<file path="src/rtl/crc32_pkg.sv">
// Shared types and constants for the serial CRC-32 path: serializer, encoder and their benches.
package crc32_pkg;

  localparam int BYTE_W = 8;
  localparam logic [31:0] CRC32_POLY = 32'h04C11DB7;

  typedef enum logic [1:0] {
    IDLE   = 2'd0,
    SHIFT  = 2'd1,
    WAIT   = 2'd2,
    FINISH = 2'd3
  } state_t;

endpackage

</file>
<file path="src/rtl/crc32_frame_serializer.sv">
// Byte-stream to bit-stream feeder for the serial CRC-32 encoder, MSB first,
// with load/finish strobes and a maximum-frame-length guard.
//
// state  | meaning
// IDLE   | no frame in progress, ready for byte 0
// SHIFT  | emitting one bit per cycle; may take the next byte on bit 0
// WAIT   | mid-frame, upstream starved; bit_valid low
// FINISH | one-cycle finish strobe, frame_len updated
module crc32_frame_serializer
  import crc32_pkg::*;
#(
  parameter int MAX_BYTES = 256,
  parameter int CNT_W     = $clog2(MAX_BYTES + 1)
) (
  input  logic              clk,
  input  logic              rst,
  input  logic [BYTE_W-1:0] s_data,
  input  logic              s_valid,
  input  logic              s_last,
  output logic              s_ready,
  output logic              bit_out,
  output logic              bit_valid,
  output logic              bit_load,
  output logic              bit_finish,
  output logic              busy,
  output logic [CNT_W-1:0]  frame_len,
  output logic              err_len
);

  state_t             r_state;
  state_t             w_state_nxt;
  logic [BYTE_W-1:0]  r_shreg;
  logic [2:0]         r_bit_cnt;
  logic [CNT_W-1:0]   r_byte_cnt;
  logic [CNT_W-1:0]   r_frame_len;
  logic               r_last_q;
  logic               r_first_q;
  logic               r_err_len;

  logic               w_accept;
  logic               w_last_bit;
  logic               w_limit;
  logic [CNT_W-1:0]   w_cnt_nxt;

  assign w_accept   = s_valid & s_ready;
  assign w_last_bit = (r_bit_cnt == 3'd7);
  assign w_cnt_nxt  = (r_state == IDLE) ? CNT_W'(1) : r_byte_cnt + CNT_W'(1);
  // The byte that reaches the limit closes the frame even without s_last.
  assign w_limit    = !s_last && (w_cnt_nxt == CNT_W'(MAX_BYTES));

  always_ff @(posedge clk) begin
    if (rst) r_state <= IDLE;
    else     r_state <= w_state_nxt;
  end

  always_comb begin
    w_state_nxt = r_state;
    case (r_state)
      IDLE:    if (w_accept) w_state_nxt = SHIFT;
      SHIFT: begin
        if (w_last_bit) begin
          if (r_last_q)       w_state_nxt = FINISH;
          else if (!w_accept) w_state_nxt = WAIT;
        end
      end
      WAIT:    if (w_accept) w_state_nxt = SHIFT;
      FINISH:  w_state_nxt = IDLE;
      default: w_state_nxt = IDLE;
    endcase
  end

  always_comb begin
    s_ready    = 1'b0;
    bit_valid  = 1'b0;
    bit_out    = 1'b0;
    bit_load   = 1'b0;
    bit_finish = 1'b0;
    busy       = 1'b1;
    case (r_state)
      IDLE: begin
        s_ready = 1'b1;
        busy    = s_valid;
      end
      SHIFT: begin
        bit_valid = 1'b1;
        bit_out   = r_shreg[BYTE_W-1];
        bit_load  = r_first_q;
        s_ready   = w_last_bit & ~r_last_q;
      end
      WAIT: begin
        s_ready = 1'b1;
        bit_out = r_shreg[BYTE_W-1];
      end
      FINISH:  bit_finish = 1'b1;
      default: busy = 1'b0;
    endcase
  end

  // Shift register is not advanced on bit 0 so bit_out holds through WAIT.
  always_ff @(posedge clk) begin
    if (rst) begin
      r_shreg     <= '0;
      r_bit_cnt   <= '0;
      r_byte_cnt  <= '0;
      r_frame_len <= '0;
      r_last_q    <= 1'b0;
      r_first_q   <= 1'b0;
      r_err_len   <= 1'b0;
    end else begin
      r_first_q <= 1'b0;
      if (w_accept) begin
        r_shreg    <= s_data;
        r_bit_cnt  <= '0;
        r_byte_cnt <= w_cnt_nxt;
        r_last_q   <= s_last | w_limit;
        if (r_state == IDLE) begin
          r_first_q <= 1'b1;
          r_err_len <= w_limit;
        end else if (w_limit) begin
          r_err_len <= 1'b1;
        end
      end else if (r_state == SHIFT) begin
        if (!w_last_bit) begin
          r_shreg   <= r_shreg << 1;
          r_bit_cnt <= r_bit_cnt + 3'd1;
        end else if (r_last_q) begin
          r_frame_len <= r_byte_cnt;
        end
      end
    end
  end

  assign frame_len = r_frame_len;
  assign err_len   = r_err_len;

endmodule

</file>
<file path="config.mk">
export PLATFORM = sky130hd
export DESIGN_NAME = crc32_frame_serializer
export DESIGN_NICKNAME = d
export VERILOG_FILES = /design/src/rtl/crc32_pkg.sv /design/src/rtl/crc32_frame_serializer.sv
export SDC_FILE = /design/constraint.sdc
export NUM_CORES = 1
export LEC_CHECK = 0
export BUFFER_PORTS_ARGS = -buffer_cell sky130_fd_sc_hd__buf_2
export CAP_MARGIN = 20
export CORE_MARGIN = 2
export CORE_UTILIZATION = 59
export DETAILED_ROUTE_END_ITERATION = 12
export GPL_ROUTABILITY_DRIVEN = 0
export PLACE_DENSITY = 0.92
export SYNTH_ARGS = -nofsm -noshare
export SYNTH_HDL_FRONTEND = slang
export SYNTH_SLANG_ARGS = --single-unit
</file>
<file path="constraint.sdc">
create_clock -name clk -period 2.8 [get_ports clk]
set_input_delay 0.14 -clock clk [delete_from_list [all_inputs] [get_ports clk]]
set_output_delay 0.14 -clock clk [all_outputs]
set_load 0.005 [all_outputs]
</file>
==> flow_summary_export.csv <==
group,metric,value,unit
run_status,outcome,"finished clean",
setup_path,path_cells,"inv_1 > ha_1 > nor2_1 > o2111a_1 > mux2i_1 > nor2_1",
clocking,clk_pin_slew,0.10,ns
clocking,cts_setup_buffers,0,
timing,finalCriticalPeriod,2.29,ns
power,swShare,0.350,
die,die_x,58.2,um
synthesis,synthSimpleGateAreaFrac,0.199,
power,vdd_drop_max,587,uV
synthesis,synthArstFlopShare,0,
die,coreArea,2780,sq um
route,drt-wirelength-per-cell,13.8,um
setup_path,r2r.worst_path.cells,6,
synthesis,synth_top_family_by_area,"simple AND/OR/NAND/NOR gates",
clocking,cts_num_sinks,34,
clocking,cts-root-buf,"clkbuf_4",
final_layout,fin_util,0.690,
die,io-pin-count,28,
min_path,hold_depth,3,
clocking,clockBufferDepth,2,
route,routed_wl,3.43,mm
setup_path,crit_top_cell,"nor2_1",
setup_path,r2r_slack,0.51,ns
placed_design,port_buffers,27,
die,rows,19,
setup_path,end_kind,"flop",
setup_path,crit_arrival,2.49,ns
timing,drv_slew,0,
power,power_leakage,0.860,nW
global_route,grt_pass1_vias,1417,
flow_run,cap_violations,0,
synthesis,synthCells,197,
route,ant_nets,0,
setup_path,crit_slowest_cell,"o2111a_1",
timing,max_freq,437,MHz
die,start_util,0.624,
power,power,1.40,mW
synthesis,synth_fp_nets,217,
final_layout,syn2layout_area_growth,10.6,%
timing,finalClockSkew,0.00234,ns
final_layout,fin_cells,249,
synthesis,synth_xor_xnor_area_share,0.0202,
clocking,cts_tree,"built",
setup_path,cp_top_family,"compound AO/OA/AOI/OAI gates",
timing,hold_violations,0,
setup_path,required,3.01,ns
timing,finalCritPeriodShare,0.816,
clocking,cts_resized,0,
clocking,cts_hold_buf,0,
timing,tightest_slew,0.624,ns
setup_path,crit_path_start_kind,"flop",
power,internal_power,913,uW
global_route,antenna_found_initial,0,
setup_path,worstSetupPathType,"flop to flop",
route,vias,1467,
clocking,htreeDepth,2,
min_path,hp-class,"primary input to flop",
setup_path,cpPeakStageDelay,0.64,ns
timing,tns,0,ns
setup_path,critPathBufInv,1,
route,viasPerCell,5.89,
synthesis,seq_area_frac_synth,0.392,
placed_design,placedCellCount,241,
route,drcViolationCount,0,
timing,rsz0062_at_grt,"no",
die,die_h,58.2,um
die,dieArea,3390,sq um
setup_path,crit_cells,6,
timing,setup_viol,0,
power,combPwrFrac,0.343,
placed_design,dpl.hpwl,2.36,mm
synthesis,synth_compound_area_frac,0.159,
synthesis,yosysWarnings,0,
synthesis,synthDistinctLibCells,39,
timing,max_slew_margin,0.584,
synthesis,synth_edf_count,0,
global_route,grt_pass1_wl,6.13,mm
clocking,clk_latency,0.33,ns
global_route,grt_max_degree,36,
power,p_switching,491,uW
final_layout,drive_above_1_share,0.197,
setup_path,critPathMaxFanout,11,
final_layout,diodes,0,
global_route,grtUsageTotal,0.236,
synthesis,synthMuxAreaShare,0.121,
route,drtIter0Drc,49,
synthesis,synth_seq_cells,34,
synthesis,avgSynthCellArea,8.81,sq um
power,p_clk_frac,0.235,
clocking,cts_buffers,5,
final_layout,nNetsFinal,237,
synthesis,netlist_area,1740,sq um
power,p_per_area,731,nW/um^2
global_route,gr-total-overflow,0,
power,pwr-share-seq,0.422,
synthesis,synth-main-ff-cell,"dfxtp_1",
synthesis,synthAdderAreaFrac,0.0577,
route,drt_first_pass_iters,4,
==> flip-flops by register name (all words and copies together) (netlist names) <==
name and count:
r_shreg 8, r_state 2, r_byte_cnt 9, r_bit_cnt 3
r_first_q 1, r_last_q 1, err_len 1, frame_len 9
==> cells in the final DEF, fill, tap and decap left out, types with 4 or more instances in the layout <==
master    count
dfxtp_1      34
nor2_1       29
buf_2        27
mux2i_1      21
a21oi_1      11
o21ai_0      10
a211oi_1      8
ha_1          8
nand2_1       7
nand3_1       5
nor3_1        5
clkbuf_4      5
nand3b_1      4
a31oi_1       4
==> synth_stat cells, types with 4 or more instances <==
master / n / area (sq um)
dfxtp_1: 34 / 681
nor2_1: 29 / 109
mux2i_1: 21 / 210
a21oi_1: 11 / 55.1
buf_2: 10 / 50.1
o21ai_0: 10 / 50.1
a211oi_1: 8 / 60.1
ha_1: 8 / 100
nand2_1: 7 / 26.3
nand3_1: 5 / 25.0
nor3_1: 5 / 25.0
a31oi_1: 4 / 25.0
nand3b_1: 4 / 30.0
==> power by group through the flow <==
stage / clock network [mW] / logic [mW] / registers (mW)
floorplan: 0 / 0.396 / 0.581
detailed placement: 0 / 0.479 / 0.604
CTS: 0.333 / 0.483 / 0.593
global placement: 0 / 0.474 / 0.601
finish: 0.329 / 0.482 / 0.593
global route: 0.355 / 0.543 / 0.601
==> stage by stage <==
step	instance area (sq um)	hold slack [ns]	worst slack (ns)
finish	1920	0.0335	0.514
global route	1920	0.0319	0.342
floorplan	1740	0.276	1.16
CTS	1920	0.0303	0.526
global placement	1840	0.383	0.675
detailed placement	1840	0.386	0.548
==> per-layer routing <==
metal,routed length [um],vias up,track usage
li1,-,737,-
met1,1550,690,0.289
met2,1700,31,0.399
met3,121,9,0.0491
met4,64,0,0.103
met5,0,-,0
==> worst paths after layout <==
check | startpoint | endpoint
worst max-delay path | r_state[0] | frame_len[7]
worst min-delay path | s_data[0] | r_shreg[0]
worst max register to register | r_state[0] | frame_len[7]
worst min register to register | r_shreg[0] | r_shreg[0]
==> final cells by class <==
type	instances	area, sq um
multi-input combinational	145	967
inverter	3	11.3
clock buffer	8	78.8
timing repair buffer	28	143
tap	31	38.8
fill	237	862
sequential	34	681
==> cells by family (layout without fill, tap and decap cells) <==
kind of cell               count (synthesis)  after routing
muxes                                     21             21
DFF                                       34             34
xor gates and xnor gates                   4              4
adders and majority gates                  8              8
and+or+nand+nor                           69             69
AOI/OAI and AO/OA                         43             43
buffers and inverters                     18             39
==> tightest hold or removal path, cell delays in order <==
cell and delay [ns]:
buf_2 0.10, nand2_1 0.04, a21oi_1 0.05
Note: power is estimated with default switching activity, not from simulation.
